$ cat config.mk
export PLATFORM = sky130hd
export DESIGN_NAME = loop_filter
export DESIGN_NICKNAME = d
export VERILOG_FILES = /design/src/rtl/loop_filter.sv
export SDC_FILE = /design/constraint.sdc
export NUM_CORES = 1
export LEC_CHECK = 0
export ABC_AREA = 1
export BUFFER_PORTS_ARGS = -buffer_cell sky130_fd_sc_hd__buf_4
export CORE_ASPECT_RATIO = 1.25
export CORE_MARGIN = 2
export CORE_UTILIZATION = 35
export CTS_CLUSTER_SIZE = 10
export DETAILED_ROUTE_END_ITERATION = 8
export GPL_ROUTABILITY_DRIVEN = 0
export HOLD_SLACK_MARGIN = 0.1
export PLACE_DENSITY = 0.59
export RECOVER_POWER = 50
export SETUP_SLACK_MARGIN = 0.02
export SYNTH_ARGS = -nofsm -noshare
export SYNTH_HDL_FRONTEND = slang
export SYNTH_SLANG_ARGS = --single-unit
$ cat constraint.sdc
create_clock -name gen_clk_i -period 7.7 [get_ports gen_clk_i]
set_input_delay 0 -clock gen_clk_i [delete_from_list [all_inputs] [get_ports gen_clk_i]]
set_output_delay 0 -clock gen_clk_i [all_outputs]
set_load 0.1 [all_outputs]
$ cat src/rtl/loop_filter.sv
// -----------------------------------------------------------------------------
// loop_filter
//   Proportional-integral loop filter for the all-digital PLL. Every rising
//   edge of the generated clock it takes a signed phase-error word and
//   produces an unsigned DCO control code centred on MID. An optional
//   two-gear mode runs both gains x4 during acquisition and drops back to
//   nominal gain once the error has stayed within +/-1 for 16 cycles.
//
// Ports
//   gen_clk_i  in   1             clock, rising edge
//   reset_i    in   1             synchronous, active-high reset
//   error_i    in   ERROR_WIDTH   two's-complement phase error
//   dco_cc_o   out  DCO_CC_WIDTH  registered unsigned DCO control code
// -----------------------------------------------------------------------------
module loop_filter #(
    parameter int                    ERROR_WIDTH   = 8,
    parameter int                    DCO_CC_WIDTH  = 9,
    parameter int                    KP_WIDTH      = 5,
    parameter int                    KP_FRAC_WIDTH = 4,
    parameter logic [KP_WIDTH-1:0]   KP            = 5'b01001,
    parameter int                    KI_WIDTH      = 8,
    parameter int                    KI_FRAC_WIDTH = 7,
    parameter logic [KI_WIDTH-1:0]   KI            = 8'b00000001,
    parameter int                    DYNAMIC_VAL   = 0
) (
    input  logic                    gen_clk_i,
    input  logic                    reset_i,
    input  logic [ERROR_WIDTH-1:0]  error_i,
    output logic [DCO_CC_WIDTH-1:0] dco_cc_o
);

    // Common fractional alignment of all internal sums.
    localparam int F     = (KP_FRAC_WIDTH > KI_FRAC_WIDTH) ? KP_FRAC_WIDTH : KI_FRAC_WIDTH;
    localparam int GW    = (KP_WIDTH > KI_WIDTH) ? KP_WIDTH : KI_WIDTH;
    localparam int P_SH  = F - KP_FRAC_WIDTH;
    localparam int I_SH  = F - KI_FRAC_WIDTH;
    // One working width for every signed quantity: exact product, gear shift,
    // fractional alignment, plus headroom for P + I and the MID offset.
    // The integrator lives in this width too, which leaves well over two
    // guard bits above the clamp limit.
    localparam int SW    = ERROR_WIDTH + GW + 1 + 2 + F + DCO_CC_WIDTH + 2;

    localparam logic signed [SW-1:0] ONE   = SW'(1);
    localparam logic signed [SW-1:0] LIM   = ONE <<< (DCO_CC_WIDTH - 1 + F);
    localparam logic signed [SW-1:0] MIDW  = ONE <<< (DCO_CC_WIDTH - 1);
    localparam logic signed [SW-1:0] MAXW  = (ONE <<< DCO_CC_WIDTH) - ONE;
    localparam logic [DCO_CC_WIDTH-1:0] MID_CC = DCO_CC_WIDTH'(1) << (DCO_CC_WIDTH - 1);

    typedef enum logic {ACQUIRE, TRACK} gear_t;

    gear_t                    r_gear;
    logic [3:0]               r_cnt;
    logic signed [SW-1:0]     r_integ;
    logic [DCO_CC_WIDTH-1:0]  r_cc;

    logic signed [SW-1:0]     w_err;
    logic signed [SW-1:0]     w_kp;
    logic signed [SW-1:0]     w_ki;
    logic [1:0]               w_g;
    logic signed [SW-1:0]     w_p;
    logic signed [SW-1:0]     w_inc;
    logic signed [SW-1:0]     w_isum;
    logic signed [SW-1:0]     w_inext;
    logic signed [SW-1:0]     w_s;
    logic signed [SW-1:0]     w_cc;
    logic [DCO_CC_WIDTH-1:0]  w_cc_sat;
    logic                     w_small;

    // Sign-extend the error before anything else so the most negative code
    // is carried exactly; gains are zero-extended (they are unsigned).
    assign w_err = {{(SW-ERROR_WIDTH){error_i[ERROR_WIDTH-1]}}, error_i};
    assign w_kp  = {{(SW-KP_WIDTH){1'b0}}, KP};
    assign w_ki  = {{(SW-KI_WIDTH){1'b0}}, KI};

    assign w_g     = (DYNAMIC_VAL != 0 && r_gear == ACQUIRE) ? 2'd2 : 2'd0;
    assign w_small = (w_err >= -ONE) && (w_err <= ONE);

    assign w_p   = ((w_err * w_kp) <<< w_g) <<< P_SH;
    assign w_inc = ((w_err * w_ki) <<< w_g) <<< I_SH;
    assign w_isum = r_integ + w_inc;

    // Anti-windup clamp; output saturation below never feeds back here.
    always_comb begin
        w_inext = w_isum;
        if (w_isum > LIM)
            w_inext = LIM;
        else if (w_isum < -LIM)
            w_inext = -LIM;
    end

    // Arithmetic shift gives floor division by 2^F.
    assign w_s  = (w_p + w_inext) >>> F;
    assign w_cc = w_s + MIDW;

    always_comb begin
        w_cc_sat = w_cc[DCO_CC_WIDTH-1:0];
        if (w_cc < 0)
            w_cc_sat = '0;
        else if (w_cc > MAXW)
            w_cc_sat = '1;
    end

    always_ff @(posedge gen_clk_i) begin
        if (reset_i) begin
            r_cc    <= MID_CC;
            r_integ <= '0;
            r_cnt   <= '0;
            r_gear  <= ACQUIRE;
        end else begin
            r_cc    <= w_cc_sat;
            r_integ <= w_inext;
            // Gear machine: 16 consecutive small errors leave ACQUIRE for good.
            if (r_gear == ACQUIRE) begin
                if (w_small) begin
                    if (r_cnt == 4'd15) begin
                        r_gear <= TRACK;
                        r_cnt  <= '0;
                    end else begin
                        r_cnt  <= r_cnt + 4'd1;
                    end
                end else begin
                    r_cnt <= '0;
                end
            end
        end
    end

    assign dco_cc_o = r_cc;

endmodule

## Yosys cells after proc, flatten, opt, wreduce, memory -nomap -nowiden

Cells that the tools add are included.

- Flip-flop bits (word level): 46
- Bits of input ports: 10
- Output and inout bits: 9

- Add/sub/neg operators: 3
- Multipliers: 1
- $lt $le $gt $ge: 4
- Multiplexer cells: 4
- Reductions and logical operators: 1

Operators with widths:

| operator | count |
|---|---|
| $mux W37 | 2 |
| $add A16 B37 Y37 | 1 |
| $add A37 B8 Y37 | 1 |
| $gt A37 B17 Y1 const B | 1 |
| $lt A37 B16 Y1 const B | 1 |
| $add A30 B10 Y31 const B | 1 |
| $gt A31 B10 Y1 const B | 1 |
| $lt A31 B1 Y1 const B | 1 |
| $mux W9 | 2 |
| $mul A8 B5 Y13 const B | 1 |
| $reduce_or A2 Y1 | 1 |

## Longest topological paths before layout

- Depth after elaboration: 9
- Depth in mapped cells: 51
- Gate-level depth less buffers: 50

## Worst setup path after synthesis

OpenSTA, ideal clock, no wires.

- Kind: reg-to-reg
- Start point: register r_integ[0]
- End point: register r_cc[8] (netlist: dco_cc_o[8])
- Library setup time: 113 ps
- Data arrival time: 5,704 ps
- Slack: 1,883 ps
- Stages on the path, launching flop included: 46
- Period minus slack after synthesis: 5,817 ps
- Cells stage by stage: dfxtp_1 > ha_1 > fa_1 > nand3_1 > nand3_2 > nand2_1 > nand2_1 > nand2_1 > nand2_2 > nand2_1 > nand2_1 > nand2_1 > nand2_1 > nor4_1 > nand4_1 > nor3_1 > nand3b_1 > ha_1 > (+10 left out) > nand3_1 > nand2_2 > ha_1 > nand3_1 > nor2_2 > nand3_1 > inv_2 > nand4_1 > nor2_1 > nand2_1 > nand2_1 > nand2_1 > nor2_1 > nand3_1 > nand3_4 > nand2_2 > nand2_1 > nand2_1

- Longest elaborated chain between the ends: 9
- Elaborated cells on any way between the ends: 11
- Classes of those cells: 3 x add/sub; 4 x order compare; 4 x mux

RTL lines:

| item | line | RTL |
|---|---|---|
| start, declared | 53 | `logic signed [SW-1:0] r_integ;` |
| start signal, assigned | 111 | `r_integ <= w_inext;` |
| $add A37 B8 Y37 (*) | 80 | `assign w_isum = r_integ + w_inc;` |
| $lt A37 B16 Y1 | 87 | `else if (w_isum < -LIM)` |
| $mux W37 | 87 |  |
| $mux W37 (*) | 85 | `if (w_isum > LIM)` |
| net w_inext[8] | 63 | `logic signed [SW-1:0] w_inext;` |
| $add A16 B37 Y37 (*) | 92 | `assign w_s = (w_p + w_inext) >>> F;` |
| $add A30 B10 Y31 (*) | 93 | `assign w_cc = w_s + MIDW;` |
| $gt A31 B10 Y1 | 99 | `else if (w_cc > MAXW)` |
| $mux W9 | 99 |  |
| $mux W9 (*) | 97 | `if (w_cc < 0)` |
| end signal, assigned | 110 | `r_cc <= w_cc_sat;` |
| end, declared | 54 | `logic [DCO_CC_WIDTH-1:0] r_cc;` |

Mark *: on every way through the listed nets, which the timed path passes. The rest lies on a longest branch.
A chain may end at the register's enable or synchronous reset.

## Worst setup path after layout

- Start point: register r_integ[0]
- End point: register r_cc[3] (netlist: dco_cc_o[3])

- Longest elaborated chain between the ends: 8
- Elaborated cells on any way between the ends: 11
- Classes of those cells: 3 x add/sub; 4 x order compare; 3 x mux; 1 x reduce/logical

RTL lines:

| item | line |
|---|---|
| $add A37 B8 Y37 (*) | 80 |
| $lt A37 B16 Y1 | 87 |
| $mux W37 | 87 |
| $mux W37 (*) | 85 |
| net w_inext[8] | 63 |
| $add A16 B37 Y37 (*) | 92 |
| $add A30 B10 Y31 (*) | 93 |
| $gt A31 B10 Y1 or $lt A31 B1 Y1 (tied branches) | 99, 97 |
| $mux W9 or $reduce_or A2 Y1 (tied branches) | -- |

Marked as above.

==> results.py <==
metrics = {
    "outcome": {
        "outcome": "finished, final reports clean",
    },
    "routing": {
        "wl_um": 24700,
        "wl_met3_um": 639,
        "drc_errors": 0,
        "vias_per_cell": 5.03,
        "met1Wirelength_um": 10900,
        "top_layer": "met4",
        "ant_nets": 0,
        "drt_iter0_markers": 506,
        "dr_wl_met2_um": 12300,
        "wire_per_inst_um": 13.8,
        "vias": 8978,
        "first_pass_iters": 7,
    },
    "die": {
        "start_util_pct": 35.4,
        "pin_count": 19,
        "rows": 62,
        "dieArea_um2": 24400,
        "core_um2": 22900,
        "fp.dieH_um": 174,
        "die_w_um": 140,
    },
    "timing": {
        "post-route-period-util_pct": 90.1,
        "grt_setup_unrepaired": "no",
        "relSlewSlack_pct": 19.3,
        "finalSetupViolCount": 0,
        "holdWs_ns": 0.119,
        "fmax_mhz": 144,
        "period_minus_slack_ns": 6.94,
        "final-hold-violation-count": 0,
        "fin_setup_tns_ns": 0,
        "skew_ns": 0.0201,
        "tightest_slew_ns": 1.22,
        "maxSlewViolCount": 0,
    },
    "worst_setup_path": {
        "r2r_end": "dco_cc_o[3]",
        "path_max_fanout": 11,
        "cp-start-kind": "flop",
        "cp.arrival_ns": 7.17,
        "path_common_cell": "nand2_1",
        "regToRegStartpoint": "r_integ[0]",
        "cp.required_ns": 7.93,
        "cp_top_family": "simple AND/OR/NAND/NOR gates",
        "crit_path_end_kind": "flop",
        "r2r_cells": 37,
        "critical_path_buf_inv_count": 4,
        "path_class": "reg -> reg",
        "slowest_delay_ns": 0.46,
        "reg2reg_slack_ns": 0.76,
        "worst_path_max_delay_cell": "fa_1",
        "crit_cells": 37,
    },
    "global_route": {
        "grt_pass1_vias": 8591,
        "grt_usage_pct": 19.9,
        "grt_overflow": 0,
        "grt_max_degree": 27,
        "antenna_found_initial": 0,
        "grt_pass1_wl_um": 40000,
    },
    "synth": {
        "netlist_top_cells_count": "nand2_1 (460), inv_1 (255), nor2_1 (182)",
        "post-synth-top-area-cell": "nand2_1",
        "yosysUniqueCellTypes": 40,
        "synthDominantCellAreaShare_pct": 21.3,
        "synthCells": 1478,
        "ys_async_sr_fraction_pct": 0,
        "synth-edff-count": 0,
        "yosysWarningCount": 0,
        "ys_seq_area_share_pct": 11.4,
        "syn_nets": 1575,
        "synthTopCellsByArea": "nand2_1 (21%), ha_1 (13%), inv_1 (12%), dfxtp_1 (11%), nor2_1 (8.4%)",
        "synth_area_um2": 8110,
        "ys.flop_type": "dfxtp_1",
        "ys_ff_latch": 46,
        "postSynthAreaPerCell_um2": 5.49,
        "synth_most_common_cell": "nand2_1",
    },
    "cts": {
        "clk_latency_ns": 0.31,
        "path_clk_slew_ns": 0.07,
        "cts_tree": "done",
        "root_buffer": "clkbuf_16",
        "clkSinkCount": 46,
        "ctsHtreeMaxLevel": 2,
        "cts_buffer_depth": 2,
        "cts_buffers": 5,
    },
    "layout": {
        "nFillCells": 2605,
        "nNetsFinal": 1594,
        "diodes": 0,
        "regArea_um2": 921,
        "drive_above_1_share_pct": 7.21,
        "multi_input_area_um2": 6150,
        "areaGrowthSynthToFinish_pct": 7.61,
        "fin_cells": 1786,
    },
    "run": {
        "drv_cap": 0,
    },
    "min_path": {
        "worstHoldStart": "error_i[0]",
        "worstHoldEndpoint": "r_integ[0]",
        "hold_depth": 4,
        "hold_path_class": "in -> reg",
    },
    "placed_design": {
        "numPortBuffers": 18,
        "dp_hpwl_um": 21100,
        "place_inst": 1777,
    },
}
-- flip-flops by register name (all words and copies together), names as in the netlist --
signal,count
dco_cc_o,9
r_integ,37
-- routing by layer --
| layer | GRT usage [%] | up-vias |
|---|---|---|
| met5 | 0 | - |
| met4 | 7.87 | 0 |
| met3 | 1.49 | 54 |
| met2 | 36.7 | 165 |
| met1 | 23.8 | 4038 |
| li1 | - | 4721 |
-- timing repair --
action / 4_1_cts / 5_1_grt
resized for setup: 0 / 3
hold buffers: 1 / 0
endpoints found under the hold margin: 22 / 0
buffers inserted: 0 / 0
setup endpoints to repair: 0 / 9
-- stage by stage --
stage | utilization (%) | setup slack [ns] | cell area [µm²]
final | 38.1 | 0.764 | 8730
after global routing | 38.1 | 0.0567 | 8730
after CTS | 38.3 | 0.585 | 8750
after detailed placement | 37.6 | 0.632 | 8590
after global placement | 37.6 | 0.689 | 8590
after floorplan | - | 1.88 | 8110
-- worst min-delay path: stages --
cell	delay (ns)
buf_4	0.12
ha_1	0.13
inv_1	0.04
nor2_1	0.09
-- worst max path at each step --
stage,endpoint,start
4_1_cts,dco_cc_o[8],r_integ[0]
6_report,dco_cc_o[3],r_integ[0]
2_1_floorplan,dco_cc_o[8],r_integ[0]
3_5_place_dp,dco_cc_o[8],r_integ[0]
5_1_grt,dco_cc_o[8],r_integ[0]
3_3_place_gp,dco_cc_o[8],r_integ[0]
-- layout make-up --
cell class              instances  area share, %
inverters                     267           11.5
well taps                     288           4.13
repair buffers                 23           1.62
clock buffers                   5           1.43
multi-input cells            1154           70.5
clock inverters                 3          0.272
flip-flops and latches         46           10.6
-- cell families after synthesis --
logic type | Yosys count | share of synthesized area (%)
AOI/OAI and AO/OA | 171 | 12.0
xor gates and xnor gates | 26 | 3.18
adders and majority gates | 87 | 13.6
buffers and inverters | 278 | 12.9
DFF | 46 | 11.4
and+or+nand+nor | 870 | 47.0
-- placed cells by master, fill, tap and decap left out, drive strengths merged, types with 6 or more instances in the layout --
cell type and n:
nand4 24, nand2 495, o21ai 31, dfxtp 46, clkbuf 14, nand3 98
o21bai 8, buf 13, nor2 198, a211oi 8, nand3b 23, a21oi 100
nor4 6, nor3 19, xnor2 8, ha 85, xor2 18, a31oi 10
inv 267
Power is not shown: default switching activity piles up to over one toggle a cycle in this logic, so the estimate is an artifact.
